File: config.mk
export PLATFORM = sky130hd
export DESIGN_NAME = wb_stage
export DESIGN_NICKNAME = d
export VERILOG_FILES = /design/src/rtl/wb_stage.sv
export SDC_FILE = /design/constraint.sdc
export NUM_CORES = 1
export LEC_CHECK = 0
export ABC_AREA = 0
export BUFFER_PORTS_ARGS = -buffer_cell sky130_fd_sc_hd__buf_2
export CAP_MARGIN = 20
export CORE_AREA = 2 2 117 119
export DETAILED_ROUTE_END_ITERATION = 16
export DIE_AREA = 0 0 119 121
export PLACE_DENSITY = 0.94
export SETUP_SLACK_MARGIN = 0.02
export SLEW_MARGIN = 20
export SYNTH_ARGS = -nofsm -noshare
export SYNTH_HDL_FRONTEND = slang
export SYNTH_SLANG_ARGS = --single-unit
File: constraint.sdc
create_clock -name clk -period 5.5 [get_ports clk]
set_input_delay 0 -clock clk [delete_from_list [all_inputs] [get_ports clk]]
set_output_delay 0 -clock clk [all_outputs]
set_load 0.01 [all_outputs]
File: src/rtl/wb_stage.sv
// wb_stage: pipeline writeback stage.
//   Extracts and extends load data, selects the regfile write value, drives the
//   regfile write port, keeps a 1-deep forwarding history of the last retired
//   write, counts retired instructions and flags misaligned loads (sticky).
// Ports:
//   clk, reset_n                    clock, async active-low reset
//   valid_in, stall_in, flush_in    pipeline control from the mem stage
//   pc_in, alu_in, uimm_in          candidate write-back values / effective address
//   br_en_in                        compare result (zero-extended when selected)
//   rd_in, load_regfile_in          destination register and its write request
//   regfilemux_sel, load_type_in    write-value select and load funct3
//   dcache_rdata                    registered data-cache read word
//   rf_we, rf_rd, rf_wdata          regfile write port (combinational)
//   fwd_valid, fwd_rd, fwd_data     last retired write (registered)
//   instret                         retired instruction count (registered)
//   misalign_err                    sticky misaligned-load flag (registered)
module wb_stage #(
  parameter int unsigned XLEN  = 32,
  parameter int unsigned CNT_W = 64
) (
  input  logic             clk,
  input  logic             reset_n,
  input  logic             valid_in,
  input  logic             stall_in,
  input  logic             flush_in,
  input  logic [XLEN-1:0]  pc_in,
  input  logic [XLEN-1:0]  alu_in,
  input  logic [XLEN-1:0]  uimm_in,
  input  logic             br_en_in,
  input  logic [4:0]       rd_in,
  input  logic             load_regfile_in,
  input  logic [2:0]       regfilemux_sel,
  input  logic [2:0]       load_type_in,
  input  logic [XLEN-1:0]  dcache_rdata,
  output logic             rf_we,
  output logic [4:0]       rf_rd,
  output logic [XLEN-1:0]  rf_wdata,
  output logic             fwd_valid,
  output logic [4:0]       fwd_rd,
  output logic [XLEN-1:0]  fwd_data,
  output logic [CNT_W-1:0] instret,
  output logic             misalign_err
);

  localparam int unsigned BYTE_W = 8;
  localparam int unsigned HALF_W = 16;

  localparam logic [2:0] LT_LB  = 3'b000;
  localparam logic [2:0] LT_LH  = 3'b001;
  localparam logic [2:0] LT_LW  = 3'b010;
  localparam logic [2:0] LT_LBU = 3'b100;
  localparam logic [2:0] LT_LHU = 3'b101;

  localparam logic [2:0] SEL_ALU  = 3'd0;
  localparam logic [2:0] SEL_BR   = 3'd1;
  localparam logic [2:0] SEL_UIMM = 3'd2;
  localparam logic [2:0] SEL_LOAD = 3'd3;
  localparam logic [2:0] SEL_PC4  = 3'd4;

  // A squash still lets the WB instruction retire; only the stall matters here.
  logic unused_flush;
  assign unused_flush = flush_in;

  logic              retire;
  logic [1:0]        off;
  logic [BYTE_W-1:0] ld_byte;
  logic [HALF_W-1:0] ld_half;
  logic [XLEN-1:0]   ld_data;
  logic              misalign;

  logic              fwd_valid_q, fwd_valid_d;
  logic [4:0]        fwd_rd_q,    fwd_rd_d;
  logic [XLEN-1:0]   fwd_data_q,  fwd_data_d;
  logic [CNT_W-1:0]  instret_q,   instret_d;
  logic              misalign_q,  misalign_d;

  assign retire = valid_in & ~stall_in;
  assign off    = alu_in[1:0];

  // Load extraction; offsets are truncated to the containing word, never cross it.
  always_comb begin
    ld_byte = dcache_rdata[BYTE_W*off +: BYTE_W];
    ld_half = off[1] ? dcache_rdata[2*HALF_W-1:HALF_W] : dcache_rdata[HALF_W-1:0];
    case (load_type_in)
      LT_LB:   ld_data = {{(XLEN-BYTE_W){ld_byte[BYTE_W-1]}}, ld_byte};
      LT_LBU:  ld_data = {{(XLEN-BYTE_W){1'b0}}, ld_byte};
      LT_LH:   ld_data = {{(XLEN-HALF_W){ld_half[HALF_W-1]}}, ld_half};
      LT_LHU:  ld_data = {{(XLEN-HALF_W){1'b0}}, ld_half};
      default: ld_data = dcache_rdata;
    endcase
  end

  // Only a load (mux selecting load data) can be misaligned.
  always_comb begin
    misalign = 1'b0;
    if (regfilemux_sel == SEL_LOAD) begin
      case (load_type_in)
        LT_LH, LT_LHU: misalign = off[0];
        LT_LW:         misalign = (off != 2'b00);
        default:       misalign = 1'b0;
      endcase
    end
  end

  // Regfile write-value select; unused selects fall back to the ALU result.
  always_comb begin
    case (regfilemux_sel)
      SEL_ALU:  rf_wdata = alu_in;
      SEL_BR:   rf_wdata = XLEN'(br_en_in);
      SEL_UIMM: rf_wdata = uimm_in;
      SEL_LOAD: rf_wdata = ld_data;
      SEL_PC4:  rf_wdata = pc_in + XLEN'(4);
      default:  rf_wdata = alu_in;
    endcase
  end

  // x0 is never written; the write is suppressed while reset is held.
  assign rf_we = reset_n & retire & load_regfile_in & (rd_in != 5'd0);
  assign rf_rd = rd_in;

  // Next state for forwarding history, retire counter and error flag.
  always_comb begin
    fwd_valid_d = fwd_valid_q;
    fwd_rd_d    = fwd_rd_q;
    fwd_data_d  = fwd_data_q;
    instret_d   = instret_q;
    misalign_d  = misalign_q;
    if (rf_we) begin
      fwd_valid_d = 1'b1;
      fwd_rd_d    = rf_rd;
      fwd_data_d  = rf_wdata;
    end else if (retire) begin
      fwd_valid_d = 1'b0;
    end
    if (retire) begin
      instret_d  = instret_q + CNT_W'(1);
      misalign_d = misalign_q | misalign;
    end
  end

  // State registers.
  always_ff @(posedge clk or negedge reset_n) begin
    if (!reset_n) begin
      fwd_valid_q <= 1'b0;
      fwd_rd_q    <= 5'd0;
      fwd_data_q  <= '0;
      instret_q   <= '0;
      misalign_q  <= 1'b0;
    end else begin
      fwd_valid_q <= fwd_valid_d;
      fwd_rd_q    <= fwd_rd_d;
      fwd_data_q  <= fwd_data_d;
      instret_q   <= instret_d;
      misalign_q  <= misalign_d;
    end
  end

  assign fwd_valid    = fwd_valid_q;
  assign fwd_rd       = fwd_rd_q;
  assign fwd_data     = fwd_data_q;
  assign instret      = instret_q;
  assign misalign_err = misalign_q;

endmodule

# Word-level counts from Yosys, hierarchy flattened
# Index checks and enable logic that the tools add are counted.
[word_totals]
regBits = 103
in_bits = 146
out_inout_bits = 141
wordCells = 34
[op_classes]
n_addsub = 2
n_eq_ne = 8
shift = 1
mux = 7
n_bitwise = 6
reduce_logical = 5
[ops]
columns = ["cell", "n"]
rows = [
  ["one-hot mux 32 bit (4 select lines)", 2],
  ["adder 64 x 1 -> 64 bit (second input constant)", 1],
  ["adder 32 x 3 -> 32 bit (second input constant)", 1],
  ["variable part select 32 x 6 -> 8 bit", 1],
  ["two-way mux 16 bit", 1],
  ["== test 3 x 2 -> 1 bit (second input constant)", 3],
  ["== test 3 bit (second input constant)", 3],
  ["== test 3 x 1 -> 1 bit (second input constant)", 2],
  ["nonzero test 5 bit", 1],
  ["AND 1 bit", 4],
  ["nonzero test 2 bit", 2],
  ["logical NOT 3 bit", 1],
  ["two-way mux 1 bit", 3],
  ["one-hot mux 1 bit (2 select lines)", 1],
  ["OR reduction 2 bit", 1],
  ["inverter 1 bit", 1],
  ["bitwise OR 1 bit", 1],
]

# Logic depth before layout (Yosys ltp)
[depth]
word_depth = 6
ltp_mapped = 11
ltp_nobuf = 7

# Least setup slack after synthesis
# OpenSTA, ideal clock, no wires.
[synth_timing]
kind = "reg2reg"
startpoint = "reg instret_q[0], in the netlist instret[0]"
endpoint = "reg instret_q[60], in the netlist instret[60]"
t_arrival_ns = 1.918
t_required_ns = 5.421
path_slack_ns = 3.503
path_stages_with_launch = 8
n_path_buf = 0
period_less_slack_ns = 1.997
path_cell_list = "dfrtp_1 > ha_1 > nand4b_1 > nor3b_4 > nand4_2 > or2_1 > nor3b_2 > xor2_1"
[synth_between]
elab_chain_cells = 1
[synth_lines]
columns = ["element", "line_no", "rtl"]
rows = [
  ["start: declaration", "74", "logic [CNT_W-1:0] instret_q, instret_d;"],
  ["start signal: assignment", "153", "instret_q <= instret_d;"],
  ["adder 64 x 1 -> 64 bit", "136", "instret_d = instret_q + CNT_W'(1);"],
]
# No other way between the ends.
# A chain may end at the register's enable or synchronous reset.

# Final worst setup path
[layout_timing]
startpoint = "in regfilemux_sel[1]"
endpoint = "out rf_wdata[27]"
[layout_between]
elab_chain_cells = 2
word_cells_on_any_way = 5
classes_between = "eq/ne (4); mux (1)"
[layout_lines]
columns = ["element", "line_no", "rtl"]
rows = [
  ["start: declaration", "32", "input logic [2:0] regfilemux_sel,"],
  ["== test 3 bit, or another cell as far along", "107", "case (regfilemux_sel)"],
  ["one-hot mux 32 bit (4 select lines) (*)", "107", ""],
  ["end: declaration", "37", "output logic [XLEN-1:0] rf_wdata,"],
]
# Every way passes the cells marked *; elsewhere a longest branch is shown, timed or not.

==> results.py <==
metrics = {
    "clock_network": {
        "clock_latency_ps": 340,
        "postCtsHoldBufs": 7,
        "cts-resized-gates": 0,
        "clockRootBuffer": "clkbuf_16",
        "post-cts-setup-buffers": 0,
        "clockBufferDepth": 2,
        "cts_buffers": 9,
        "clkTransAtPathRegs_ps": 70,
        "htree_levels": 3,
        "clock-sinks": 103,
        "cts_tree": "done",
    },
    "final_layout": {
        "synthToLayoutAreaGrowth_pct": 26.6,
        "layout-drive-gt1-share_pct": 35.5,
        "nets": 1153,
    },
    "worst_setup_path": {
        "end_kind": "output port",
        "cp_num_buf_inv": 2,
        "worstPathRequired_ps": 5500,
        "cp_cell_sequence": "buf_2 > and3b_1 > o2111ai_1 > or3_1 > a21oi_1 > a21o_1 > buf_2",
        "crit_path_frequent_cell": "buf_2",
        "crit_fanout": 36,
        "start_kind": "input port",
        "worstPathArrival_ps": 2700,
        "path_class": "input port to output port",
        "slowest_stage": "or3_1",
        "critPathTopFamily": "simple AND/OR/NAND/NOR gates",
        "slowest_delay_ps": 660,
    },
    "sta": {
        "fin_skew_ps": 7.74,
        "fin_crit_sh_pct": 49.1,
        "worst_slack_ps": 2800,
        "tightest_slew_ps": 1000,
        "slew_headroom_pct": 32.9,
        "setup_viol": 0,
        "hold_viol": 0,
        "drv_slew": 0,
        "tns_ps": 0,
        "fin_crit_ps": 2700,
        "rsz0062_at_grt": "no",
        "maxClockFrequency_ghz": 0.370,
    },
    "synth": {
        "synthesis.nets": 894,
        "ys_top_cells_by_area": "dfrtp_1, xnor2_1, xor2_1",
        "yosysWarnings": 0,
        "synth_top_area_cell": "dfrtp_1",
        "synth_top_cell_area_share_pct": 37.7,
        "netlist_area_um2": 6840,
        "synth_top_flop_cell": "dfrtp_1",
        "avgSynthCellArea_um2": 9.17,
        "synth_cell_type_count": 78,
        "synth_seq_cells": 103,
        "synthCells": 746,
        "synth-edff-count": 0,
        "synthArstFlopShare_pct": 100,
        "ys_seq_area_share_pct": 37.7,
    },
    "routing": {
        "wl_per_cell_um": 19.6,
        "ant_nets": 0,
        "drt-total-wl_um": 23300,
        "route.detailed.drc": 0,
        "drt_iter0_markers": 603,
        "dr.pass1.iters": 9,
        "vias": 7110,
        "vias_per_cell": 5.99,
    },
    "power": {
        "p_int_w": 0.00151,
        "comb_power_share_pct": 26.9,
        "design_power_total_w": 0.00217,
        "power.leakage_nw": 4.26,
        "peakVddDrop_uv": 262,
        "swShare_pct": 30.5,
        "seqPwrFrac_pct": 42.1,
        "clkPwrFrac_pct": 31.0,
        "power.switching_w": 0.000662,
        "power_density_nw_per_um2": 251,
    },
    "flow_run": {
        "drv_cap": 0,
    },
    "floorplanning": {
        "die_x_um": 119,
        "rows": 42,
        "die_h_um": 121,
        "die_area_um2": 14400,
        "coreArea_um2": 13100,
        "initial_utilization_pct": 52.3,
        "io_pins": 287,
    },
    "global_route": {
        "grt_pass1_wl_um": 35900,
        "gr-total-overflow": 0,
        "antenna_found_initial": 1,
        "grt_pass1_vias": 6740,
        "track_usage_pct": 31.8,
        "grt_max_degree": 68,
    },
    "min_path": {
        "hold_path.class": "input port to flop",
    },
    "place": {
        "place_ws_ps": 2700,
        "dp_hpwl_um": 17900,
        "gp_congestion": 1.01,
        "io_buffers": 285,
    },
    "outcome": {
        "outcome": "finished clean",
    },
}
==> cell families after synthesis <==
kind of cell | count (synthesis) | synth area share [%]
simple gates | 287 | 22.7
fa+ha+maj | 2 | 0.366
buf+inv | 77 | 5.34
xor+xnor | 91 | 11.8
mux | 38 | 6.83
compound gates | 148 | 15.4
flops | 103 | 37.7
==> layer usage <==
metal / GRT usage (%) / vias up / wire length (um)
met5: 0 / - / 0
met4: 11.8 / 0 / 701
met3: 7.75 / 55 / 2160
met2: 50.7 / 414 / 10900
met1: 42.0 / 3422 / 9520
li1: - / 3219 / -
==> cells in the mapped netlist, drive strengths merged, types with 8 or more instances <==
cell type  count
a21oi         30
a31oi          9
and2           8
and3          10
and4          14
buf           27
clkbuf        21
dfrtp        103
inv           28
mux2          26
mux2i          8
nand2         74
nand3         42
nand4         20
nor2          58
nor3          20
nor4          12
o21ai         22
o22ai         16
xnor2         57
xor2          34
==> sequential cells by signal, summed over array words and instances (netlist names) <==
signal        count
misalign_err      1
fwd_valid         1
fwd_rd            5
instret          64
fwd_data         32
==> power groups by stage <==
stage	combinational [W]	sequential, W	clock [W]
detailed placement	0.000572	0.000925	0
CTS	0.000578	0.000912	0.000687
global route	0.000629	0.000924	0.000718
finish	0.000585	0.000913	0.000672
floorplan	0.000255	0.000963	0
global placement	0.000558	0.000921	0
==> through the flow <==
step           utilization, %  hold slack (ps)  cell area [um2]  instances
2_1_floorplan               -             -296             6840        746
3_3_place_gp             63.2            -6.88             8270       1163
3_5_place_dp             63.2            -4.83             8270       1163
4_1_cts                  66.1             6.13             8650       1186
5_1_grt                  66.1             37.1             8650       1187
6_report                 66.1             22.9             8650       1187
==> worst paths after layout <==
kind / cells after the start / slack (ps) / end / start
min: 3 / 20 / fwd_data[18] / alu_in[18]
min in group asynchronous: 2 / 170 / instret[43] / reset_n
min reg2reg: 1 / 460 / misalign_err / misalign_err
max reg2reg: 7 / 3110 / instret[60] / instret[0]
max in group asynchronous: 3 / 4120 / instret[0] / reset_n
max: 7 / 2800 / rf_wdata[27] / regfilemux_sel[1]
==> layout by cell type (no fill, tap or decap), types with 5 or more instances in the layout <==
master / instances
nand2b_1: 7
nor4_1: 8
inv_1: 28
xor2_1: 34
nand4_1: 16
nor2_1: 58
buf_4: 5
o31a_1: 5
o21ai_0: 19
dfrtp_1: 103
and4_1: 14
nor3_1: 17
nor2b_1: 6
and2_1: 8
a222oi_1: 6
nand3_1: 40
xnor2_1: 55
and3_1: 10
a21oi_1: 30
o221ai_1: 5
dlygate4sd3_1: 7
a21o_1: 5
mux2i_1: 8
mux2_2: 25
buf_2: 284
clkbuf_16: 9
o22ai_1: 14
nor3b_1: 5
a31oi_1: 9
nand2_1: 74
==> tightest hold or removal path: cells and delay by family <==
| family | cells | cell delay [ps] |
|---|---|---|
| buf+inv | 1 | 100 |
| compound gates | 2 | 220 |
==> layout make-up <==
class                   instances  area, um2
inverters                      29        109
fillers                      1052       4430
repair buffers                296       1530
clock inverters                 4       77.6
flip-flops and latches        103       2580
clock buffers                  12        236
diodes                          1       2.50
well taps                     176        220
multi-input cells             566       3900
No activity file was read; power rests on OpenSTA's default activity.
